<file path="src/rtl/guess_pkg.sv">
`default_nettype none
// ============================================================================
//  Module      : guess_pkg
//  Description : Shared types and default constants for the number-guessing
//                game (entry block, comparator, display decoder).
//  Revision    : 1.0 - initial release
// ============================================================================
package guess_pkg;

  // Top-level state of the player-entry block
  typedef enum logic [1:0] {
    EDIT    = 2'd0,
    PENDING = 2'd1,
    LOCKED  = 2'd2
  } entry_state_t;

  // Default digit geometry shared by all game blocks
  localparam int DIGIT_W_DEF   = 4;
  localparam int DIGIT_MAX_DEF = 9;

endpackage : guess_pkg
`default_nettype wire

</file>
<file path="src/rtl/rise_detect.sv">
`default_nettype none
// ============================================================================
//  Module      : rise_detect
//  Description : Per-bit rising-edge detector. A level held high yields a
//                single one-cycle event. The history register clears on
//                reset so a button held through reset release still fires.
//  Revision    : 1.0 - initial release
// ============================================================================
module rise_detect #(
  parameter int WIDTH = 1
) (
  input  logic             clk,
  input  logic             restart,
  input  logic [WIDTH-1:0] din,
  output logic [WIDTH-1:0] rise
);

  logic [WIDTH-1:0] r_prev;

  // Remember last cycle's input level
  always_ff @(posedge clk or negedge restart) begin
    if (!restart) begin
      r_prev <= '0;
    end else begin
      r_prev <= din;
    end
  end

  assign rise = din & ~r_prev;

endmodule : rise_detect
`default_nettype wire

</file>
<file path="src/rtl/guess_entry.sv">
`default_nettype none
// ============================================================================
//  Module      : guess_entry
//  Description : Player-entry block. Editable decimal digits driven by
//                per-digit up/down buttons, guess capture on confirm with a
//                valid/ack handshake to the comparator, saturating attempt
//                counter, and a lock state that freezes everything.
//  Revision    : 1.0 - initial release
// ============================================================================
module guess_entry
  import guess_pkg::*;
#(
  parameter int NUM_DIGITS = 4,
  parameter int DIGIT_W    = DIGIT_W_DEF,
  parameter int DIGIT_MAX  = DIGIT_MAX_DEF,
  parameter int ATTEMPT_W  = 8,
  parameter int CNT_W      = $clog2(NUM_DIGITS + 1)
) (
  input  logic                          clk,
  input  logic                          restart,
  input  logic [CNT_W-1:0]              max_digits,
  input  logic [NUM_DIGITS-1:0]         inc,
  input  logic [NUM_DIGITS-1:0]         dec,
  input  logic                          clear,
  input  logic                          confirm,
  input  logic                          lock,
  input  logic                          guess_ack,
  output logic [NUM_DIGITS*DIGIT_W-1:0] display_digits,
  output logic [NUM_DIGITS*DIGIT_W-1:0] guess_digits,
  output logic                          guess_valid,
  output logic [ATTEMPT_W-1:0]          attempts,
  output logic                          locked
);

  localparam int               c_VEC_W     = NUM_DIGITS * DIGIT_W;
  localparam logic [DIGIT_W-1:0] c_DIGIT_MAX = DIGIT_W'(DIGIT_MAX);

  logic [NUM_DIGITS-1:0] w_inc_ev;
  logic [NUM_DIGITS-1:0] w_dec_ev;
  logic [1:0]            w_ctl_ev;
  logic                  w_clear_ev;
  logic                  w_confirm_ev;
  logic                  w_frozen;
  logic [c_VEC_W-1:0]    w_display_next;

  entry_state_t          r_state;
  logic [c_VEC_W-1:0]    r_display;
  logic [c_VEC_W-1:0]    r_guess;
  logic                  r_valid;
  logic [ATTEMPT_W-1:0]  r_attempts;
  logic                  r_locked;

  // ---------------------------------------------------------------------------
  // Button edge detection, one detector per input group
  // ---------------------------------------------------------------------------
  rise_detect #(.WIDTH(NUM_DIGITS)) u_inc_rise (
    .clk     (clk),
    .restart (restart),
    .din     (inc),
    .rise    (w_inc_ev)
  );

  rise_detect #(.WIDTH(NUM_DIGITS)) u_dec_rise (
    .clk     (clk),
    .restart (restart),
    .din     (dec),
    .rise    (w_dec_ev)
  );

  rise_detect #(.WIDTH(2)) u_ctl_rise (
    .clk     (clk),
    .restart (restart),
    .din     ({clear, confirm}),
    .rise    (w_ctl_ev)
  );

  assign w_clear_ev   = w_ctl_ev[1];
  assign w_confirm_ev = w_ctl_ev[0];
  assign w_frozen     = (r_state == LOCKED);

  // ---------------------------------------------------------------------------
  // Per-digit next value: freeze, force-zero, clear, or wrap up/down
  // ---------------------------------------------------------------------------
  for (genvar gi = 0; gi < NUM_DIGITS; gi++) begin : g_digit
    logic [DIGIT_W-1:0] w_cur;
    logic [DIGIT_W-1:0] w_nxt;
    logic               w_active;

    assign w_cur    = r_display[gi*DIGIT_W +: DIGIT_W];
    // max_digits above NUM_DIGITS naturally activates every digit here
    assign w_active = (max_digits > CNT_W'(gi));

    // Choose the next digit value; clear beats inc/dec, opposing events cancel
    always_comb begin
      w_nxt = w_cur;
      if (w_frozen) begin
        w_nxt = w_cur;
      end else if (!w_active || w_clear_ev) begin
        w_nxt = '0;
      end else if (w_inc_ev[gi] && !w_dec_ev[gi]) begin
        w_nxt = (w_cur >= c_DIGIT_MAX) ? '0 : w_cur + 1'b1;
      end else if (w_dec_ev[gi] && !w_inc_ev[gi]) begin
        w_nxt = (w_cur == '0) ? c_DIGIT_MAX : w_cur - 1'b1;
      end
    end

    assign w_display_next[gi*DIGIT_W +: DIGIT_W] = w_nxt;
  end

  // Display register; the guess capture below reads the pre-edit value
  always_ff @(posedge clk or negedge restart) begin
    if (!restart) begin
      r_display <= '0;
    end else begin
      r_display <= w_display_next;
    end
  end

  // Entry state machine: capture, handshake, attempts and lock
  always_ff @(posedge clk or negedge restart) begin
    if (!restart) begin
      r_state    <= EDIT;
      r_guess    <= '0;
      r_valid    <= 1'b0;
      r_attempts <= '0;
      r_locked   <= 1'b0;
    end else begin
      case (r_state)
        EDIT: begin
          if (lock) begin
            r_state  <= LOCKED;
            r_valid  <= 1'b0;
            r_locked <= 1'b1;
          end else if (w_confirm_ev) begin
            r_state <= PENDING;
            r_guess <= r_display;
            r_valid <= 1'b1;
            if (r_attempts != '1) begin
              r_attempts <= r_attempts + 1'b1;
            end
          end
        end
        PENDING: begin
          if (lock) begin
            r_state  <= LOCKED;
            r_valid  <= 1'b0;
            r_locked <= 1'b1;
          end else if (guess_ack) begin
            r_state <= EDIT;
            r_valid <= 1'b0;
          end
        end
        LOCKED: begin
          r_state <= LOCKED;
        end
        default: begin
          r_state <= EDIT;
          r_valid <= 1'b0;
        end
      endcase
    end
  end

  assign display_digits = r_display;
  assign guess_digits   = r_guess;
  assign guess_valid    = r_valid;
  assign attempts       = r_attempts;
  assign locked         = r_locked;

endmodule : guess_entry
`default_nettype wire

</file>
<file path="config.mk">
export PLATFORM = sky130hd
export DESIGN_NAME = guess_entry
export DESIGN_NICKNAME = d
export VERILOG_FILES = /design/src/rtl/guess_pkg.sv /design/src/rtl/rise_detect.sv /design/src/rtl/guess_entry.sv
export SDC_FILE = /design/constraint.sdc
export NUM_CORES = 1
export LEC_CHECK = 0
export CAP_MARGIN = 20
export CORE_MARGIN = 4
export CORE_UTILIZATION = 55
export DETAILED_ROUTE_END_ITERATION = 16
export PLACE_DENSITY = 0.8
export SYNTH_ARGS = -nofsm -noshare
export SYNTH_HDL_FRONTEND = slang
export SYNTH_SLANG_ARGS = --single-unit
export TNS_END_PERCENT = 30
</file>
<file path="constraint.sdc">
create_clock -name clk -period 3.8 [get_ports clk]
set_input_delay 0.95 -clock clk [delete_from_list [all_inputs] [get_ports clk]]
set_output_delay 0.95 -clock clk [all_outputs]
set_load 0.01 [all_outputs]
</file>
## Yosys cells after proc, flatten, opt, wreduce, memory -nomap -nowiden

Index checks and enable logic that the tools add are counted.

| storage, ports and cells | value |
|---|---|
| flip-flop bits (word level) | 54 |
| input port bits | 17 |
| output and inout port bits | 42 |
| logic and storage cells | 115 |

| operators by class | value |
|---|---|
| add/subtract/negate cells | 9 |
| magnitude comparators | 8 |
| equality and inequality tests | 5 |
| muxes and demuxes | 30 |
| bitwise operators | 8 |
| reductions and logical operators | 43 |

Operators by type and width:

| kind | number |
|---|---|
| 4-bit 2-to-1 mux | 20 |
| 4-bit by 1-bit adder with 4-bit output (second input constant) | 4 |
| 4-bit greater-or-equal comparator (second input constant) | 4 |
| 4-bit logical NOT | 4 |
| 4-bit by 1-bit subtractor with 4-bit output (second input constant) | 4 |
| 1-bit logical NOT | 12 |
| 2-bit AND reduction | 6 |
| 3-bit nonzero test | 4 |
| 8-bit by 1-bit adder with 8-bit output (second input constant) | 1 |
| 4-bit AND | 2 |
| 1-bit logical AND | 8 |
| 2-bit 2-to-1 mux | 4 |
| 8-bit inequality test (second input constant) | 1 |
| 4-bit NOT | 2 |
| 3-bit by 1-bit > comparator with 1-bit output (second input constant) | 2 |
| 3-bit by 2-bit > comparator with 1-bit output (second input constant) | 2 |
| 2-bit case mux with 3 select lines | 1 |
| 3-bit AND reduction | 2 |
| 1-bit logical OR | 4 |
| 1-bit 2-to-1 mux | 4 |
| 4-bit AND reduction | 1 |
| 3-bit by 2-bit inequality test with 1-bit output (second input constant) | 1 |
| 3-bit inequality test (second input constant) | 1 |
| 1-bit case mux with 3 select lines | 1 |
| 7 further kinds | 8 |

## Depth between registers and ports, before layout

Gate-level depths: netlist of run 1.

| depth | value |
|---|---|
| word-level depth | 7 |
| depth in mapped cells | 6 |
| depth with buffers taken out | 6 |

## Cells and area by module

Synthesis of run 1 repeated with hierarchy kept, for this count alone.

| unflattened totals | value |
|---|---|
| cell total of the unflattened synthesis | 294 |
| area total of the unflattened synthesis | 3,096.7 µm² |

By module, submodules not included:

| module | instances | cells each | area an instance (µm²) | seq. area each (µm²) |
|---|---|---|---|---|
| guess_entry | 1 | 274 | 2,708.8 | 1,101.1 |
| rise_detect (u_dec_rise ...) | 2 | 8 | 155.1 | 100.1 |
| rise_detect (u_ctl_rise) | 1 | 4 | 77.6 | 50.0 |

## Least setup slack after synthesis of run 1

OpenSTA, ideal clock, no wires.

| timing path | value |
|---|---|
| path kind | input to register |
| start | in lock |
| end | reg r_attempts[1] (netlist: attempts[1]) |
| setup time | 0.128 ns |
| arrival | 2.103 ns |
| setup slack | 1.570 ns |
| cell stages on the path | 4 |
| cells stage by stage | or4_4 buf_6 a31oi_2 mux2_1 |

| between the ends | value |
|---|---|
| longest elaborated chain between the ends | 2 |

RTL lines:

| item | RTL line | source |
|---|---|---|
| from (decl) | guess_entry.sv:26 | `input logic lock,` |
| 1-bit NOT (no source line) | -- |  |
| 4-bit AND reduction (no source line) | -- |  |
| to (signal assigned) | guess_entry.sv:139 | `r_attempts <= r_attempts + 1'b1;` |
| to (decl) | guess_entry.sv:50 | `logic [ATTEMPT_W-1:0] r_attempts;` |

Every way passes these cells.
A chain may end at the register's enable or synchronous reset.

## Worst setup path in the final report of run 1

Same ends and word-level chain as after synthesis.

==> results.cfg, run 1 <==
[outcome]
status = completed

[sta]
fin_setup_tns_ps = 0
hold_viol_final = 0
slew_viol_final = 0
slew_headroom_pct = 61.6
fin_skew_ps = 10.4
fmax_mhz = 384
rsz0062_at_grt = no
post-route-period-util_pct = 68.4
period_needed_ps = 2600
worstMarginPinSlew_ps = 575
setup_viol = 0

[cells_and_area]
num_antenna_cells = 0
multi_input_area_um2 = 1610
fill_cells = 429
nNetsFinal = 401
final-seq-area_um2 = 1350
area.growth.synth_to_final_pct = 22.9
finish.utilization_pct = 69.5
drive_gt1_share_pct = 5.71

[routing]
drt_iter0_markers = 253
vias_per_cell = 5.95
post-route-drc-count = 0
drtAntennaViolNets = 0
routed_wirelength_um = 7030
dr_total_vias = 2619
wl_per_cell_um = 16.0
drt_first_pass_iters = 4

[floorplan]
num_rows = 27
ioPinCount = 59
core_area_um2 = 5510
fp.dieArea_um2 = 6920
fp.dieH_um = 83.2
initial_core_util_pct = 56.5
die_w_um = 83.2

[place]
globalplace.congestion = 0.887
io_buffer_count = 58
dp_hpwl_um = 5140

[grt]
grt_pass1_wl_um = 12000
grt_remaining_overflow = 0
antenna_found_initial = 0
grt_pass1_vias = 2510
grt_max_degree = 38
track_usage_pct = 20.7

[worst_setup_path]
worstSetupPathType = input port to flop
cp-end-kind = flop
required_ps = 4010
max_stage_delay_ps = 770
r2r_end = display_digits[6]
crit_path_max_fanout = 37
slowest_stage = or4_4
start_kind = input port
rr_worst_depth = 6
arrival_ps = 2810
r2r_slack_ps = 1620
r2r_start = display_digits[5]
crit_chain = clkdlybuf4s50_1, or4_4, a31oi_2, mux2_1

[power]
power_density_nw_per_um2 = 681
ir_worst_vdd_mv = 0.344
p_leak_uw = 0.00161

[cts]
clk_pin_slew_ps = 100
cts_buffer_depth = 2
htree_levels = 2
holdBufCountCts = 0
cts_sinks = 54
clk_latency_ps = 310
cts_tree = yes
cts_buffers = 5
cts_setup_buffers = 0
clockRootBuffer = clkbuf_8
cts_resized = 0

[logic_synthesis]
netlist_instances = 317
synth_ff_type = dfrtp_1
ys_types = 61
synth_edf_count = 0
synthXorXnorAreaFrac_pct = 2.81
synthesis.area_um2 = 3110
synth_nets = 351
synth_fa_ha_area_share_pct = 6.84
avgSynthCellArea_um2 = 9.82
ys_seq_elements = 54
synth_compound_area_share_pct = 23.8
ys_seq_area_share_pct = 43.4
synthSimpleGateAreaFrac_pct = 17.7
synth_mux_area_share_pct = 0.724
synth_top_family_by_area = compound AO/OA/AOI/OAI gates
synthArstFlopShare_pct = 100
ys_warn_count = 0

[worst_hold_path]
worstHoldStart = guess_digits[12]
worstHoldPathType = flop to flop
min_to = guess_digits[12]
worstHoldPathCells = 2

[run]
maxCapViolations = 0
## worst max-delay path, delay by kind of cell
family / cells / cell delay (ps)
muxes: 1 / 340
and+or+nand+nor: 1 / 770
buffers and inverters: 1 / 480
AOI/OAI and AO/OA: 1 / 270
## state kept, by name, indices dropped and copies added (netlist names)
register           cells
attempts               8
display_digits        16
guess_digits          16
guess_valid            1
locked                 1
r_state                2
u_ctl_rise.r_prev      2
u_dec_rise.r_prev      4
u_inc_rise.r_prev      4
## routing by layer
metal  part of all wire [%]  wire [um]  vias up  track usage (%)
met4                   0.84         59        0             4.75
met1                     47       3320     1242             29.5
li1                       -          -     1261                -
met2                     45       3160      109             32.0
met3                    7.0        492        7             4.86
met5                      0          0        -                0
## stage by stage
stage	hold slack, ps	area (um^2)	setup WS (ps)	std cells	total power [uW]
after floorplan	504	3110	1570	317	1700
after global placement	458	3710	908	432	2190
after detailed placement	473	3710	861	432	2230
after CTS	496	3820	1200	440	2610
after global routing	528	3820	1120	440	2810
final	488	3820	1200	440	2600
## synth_stat cells, drive strengths merged, types with 4 or more instances
cell | instances | area (um^2)
o2bb2ai | 7 | 61.3
xor2 | 6 | 52.6
nor2b | 7 | 43.8
and3 | 4 | 25.0
o211ai | 4 | 30.0
dfrtp | 54 | 1350
nand2b | 11 | 76.3
ha | 17 | 213
nor2 | 15 | 56.3
nand2 | 35 | 131
inv | 21 | 78.8
a2111oi | 4 | 60.1
nand3 | 7 | 35.0
clkbuf | 13 | 48.8
xnor2 | 4 | 35.0
a21oi | 7 | 35.0
a211oi | 4 | 30.0
a221oi | 6 | 52.6
a31oi | 7 | 50.1
o31ai | 7 | 57.6
a32o | 5 | 50.1
o21ai | 20 | 100
## layout make-up
cell class,count,share of cell area (%)
clock buffer,8,2.88
inverter,21,2.06
tap,72,2.36
sequential,54,35.3
multi-input combinational,226,42.1
timing repair buffer,59,15.2
## where the power goes
part / total [uW] / leakage [uW] / switching [uW] / internal (uW)
logic: 1270 / 0.000862 / 618 / 651
clock network: 374 / 0.0000575 / 189 / 184
registers: 962 / 0.000692 / 225 / 737
## worst max path at each step
| stage | startpoint | to | slack, ps | depth (start not counted) |
|---|---|---|---|---|
| 3_5_place_dp | lock | attempts[1] | 860 | 4 |
| 4_1_cts | lock | attempts[1] | 1200 | 4 |
| 6_report | lock | attempts[1] | 1200 | 4 |
| 2_1_floorplan | lock | attempts[1] | 1570 | 4 |
| 5_1_grt | lock | attempts[1] | 1120 | 4 |
| 3_3_place_gp | confirm | attempts[1] | 910 | 5 |
## placed cells by master, fill, tap and decap left out, types with 5 or more instances in the layout
cell type and count:
a21oi_1 7, a221oi_1 6, a31oi_1 6, a32o_1 5
clkbuf_8 8, clkdlybuf4s50_1 57, dfrtp_1 54, ha_1 17
inv_1 21, nand2_1 35, nand2b_1 10, nand3_1 7
nor2_1 15, nor2b_1 7, o21ai_0 16, o2bb2ai_1 7
o31ai_1 6, xor2_1 6
## kinds of logic after synthesis
logic type	count (synthesis)
and+or+nand+nor	101
AOI/OAI and AO/OA	96
DFF	54
buffers and inverters	37
adders and majority gates	17
xor gates and xnor gates	10
muxes	2
Note: power is estimated with default switching activity, not from simulation.
==> run 2, diff against run 1 <==
CORE_UTILIZATION = 47   (was 55)
PLACE_DENSITY = 0.72   (was 0.8)
clock period = 2.1 ns   (was 3.8 ns; I/O delays follow)
==> run 2 against run 1 <==
Combinational power rose by 98%. Worst hold slack got worse by 300 ps. Non-clock buffer count rose by 30. Flip-flop and latch count did not move. Clock power rose by 44%. Critical endpoint is now attempts[3]. Global-route usage fell by 1.9 points. Utilization fell by 6.4 points.
==> results.cfg, run 2 (synthesis gave the netlist of run 1 again) <==
[grt]
grt_max_degree = 25
grt_remaining_overflow = 0
track_usage_pct = 18.8
grt_pass1_vias = 2550
antenna_found_initial = 0
grt_pass1_wl_um = 12000

[sta]
hold_viol_final = 0
rsz0062_at_grt = no
fin_ws_ps = 87.6
fin_skew_ps = 6.12
post-route-period-util_pct = 95.8
fmax_mhz = 497
setup_viol = 0
slew_viol_final = 0
slew_headroom_pct = 64.4
period_needed_ps = 2010
worstMarginPinSlew_ps = 533

[floorplan]
core_area_um2 = 6390
fp.dieArea_um2 = 7990
ioPinCount = 59
num_rows = 29
fp.dieH_um = 89.4
initial_core_util_pct = 48.7
die_w_um = 89.4

[worst_setup_path]
critical_path_buf_inv_count = 2
cp-end-kind = flop
max_stage_delay_ps = 520
crit_chain = clkdlybuf4s50_1, nand2b_4, or4_4, buf_4, a211oi_1, xor2_1
worstSetupPathType = input port to flop
required_ps = 2330
arrival_ps = 2240
crit_path_max_fanout = 17
critPathTopFamily = buffers and inverters
slowest_stage = clkdlybuf4s50_1
start_kind = input port

[cells_and_area]
num_antenna_cells = 0
nNetsFinal = 431
final_common_cell = clkdlybuf4s50_1
final_cell_mix = clkdlybuf4s50_1 (57), dfrtp_1 (54), nand2_1 (35), buf_4 (31), inv_1 (21)
area.growth.synth_to_final_pct = 29.5
drive_gt1_share_pct = 12.3
finish.utilization_pct = 63.1
final_cells = 474

[power]
intPower_uw = 2860
power_switching_uw = 1860
comb_power_share_pct = 53.1
netSwitchingFraction_pct = 39.4
pwr-share-seq_pct = 35.4
p_leak_uw = 0.00174
ir_worst_vdd_mv = 0.742
power_density_nw_per_um2 = 1170
p_clk_share_pct = 11.4

[cts]
htree_levels = 2
clk_pin_slew_ps = 90
cts_buffers = 5
clk_latency_ps = 300
cts_buffer_depth = 2
holdBufCountCts = 0
cts_sinks = 54
clockRootBuffer = clkbuf_8
cts_tree = yes

[run]
maxCapViolations = 0

[routing]
vias_per_cell = 5.77
dr_total_vias = 2733
drt_iter0_markers = 147
drtAntennaViolNets = 0
routed_wirelength_um = 7190
wl_per_cell_um = 15.2
drt_first_pass_iters = 4
post-route-drc-count = 0

[place]
dp.cells = 467
io_buffer_count = 58
dp_hpwl_um = 5560
place_ws_ps = -240
globalplace.congestion = 0.884

[worst_hold_path]
worstHoldPathType = input port to async pin

[outcome]
status = completed
-- run 2: changes by cell type in the layout (fill, tap and decap cells not counted) --
| cell | change |
|---|---|
| a2111oi_0 | -1 |
| buf_4 | +30 |
| clkbuf_1 | +2 |
| clkbuf_8 | -3 |
| a2111oi_2 | +1 |
-- run 2: worst paths after layout --
path                                      to               from  cells after the start  slack [ps]
setup reg to reg           display_digits[6]  display_digits[4]                      6         180
setup / recovery                 attempts[3]            confirm                      6          90
min in group clk             guess_digits[9]    guess_digits[9]                      2         480
hold reg to reg              guess_digits[9]    guess_digits[9]                      2         480
max in group asynchronous    guess_digits[0]            restart                      2        1330
hold / removal              guess_digits[15]            restart                      1         190
-- run 2: metal layers --
| layer | routed length (um) | vias to the layer above | track usage [%] |
|---|---|---|---|
| met3 | 436 | 7 | 3.78 |
| met2 | 3240 | 113 | 29.7 |
| met1 | 3470 | 1286 | 26.8 |
| met5 | 0 | - | 0 |
| li1 | - | 1327 | - |
| met4 | 49 | 0 | 4.19 |
-- run 2: final cells by class --
type,instances,area [um^2]
repair buffers,89,808
clock buffers,7,76.3
well taps,77,96.3
multi-input cells,226,1620
fillers,516,2360
flip-flops and latches,54,1350
inverters,21,78.8
-- run 2: timing repair --
item | CTS | global route
endpoints found under the setup margin | 0 | 1
resized for setup | 0 | 2
buffers inserted | 0 | 0
-- run 2: power groups by stage --
stage	Clock [uW]	Sequential, uW	Combinational, uW
detailed placement	0	1690	2490
floorplan	0	1750	1330
global route	602	1720	2780
finish	539	1670	2510
global placement	0	1680	2450
CTS	565	1670	2500
-- run 2: per-stage QoR --
| step | instance area (um^2) | TNS (ps) | hold slack (ps) | power [uW] |
|---|---|---|---|---|
| finish | 4030 | 0 | 192 | 4720 |
| global route | 4030 | 0 | 229 | 5110 |
| CTS | 4020 | 0 | 198 | 4730 |
| detailed placement | 3950 | -1670 | 471 | 4170 |
| global placement | 3950 | -888 | 462 | 4130 |
| floorplan | 3110 | 0 | 229 | 3080 |
-- run 2: worst register-to-register path, delay by kind of cell (launching register included) --
kind            cells  cell delay [ps]
compound gates      3              660
simple gates        1              420
flops               1              380
fa+ha+maj           1              230
buf+inv             1              150
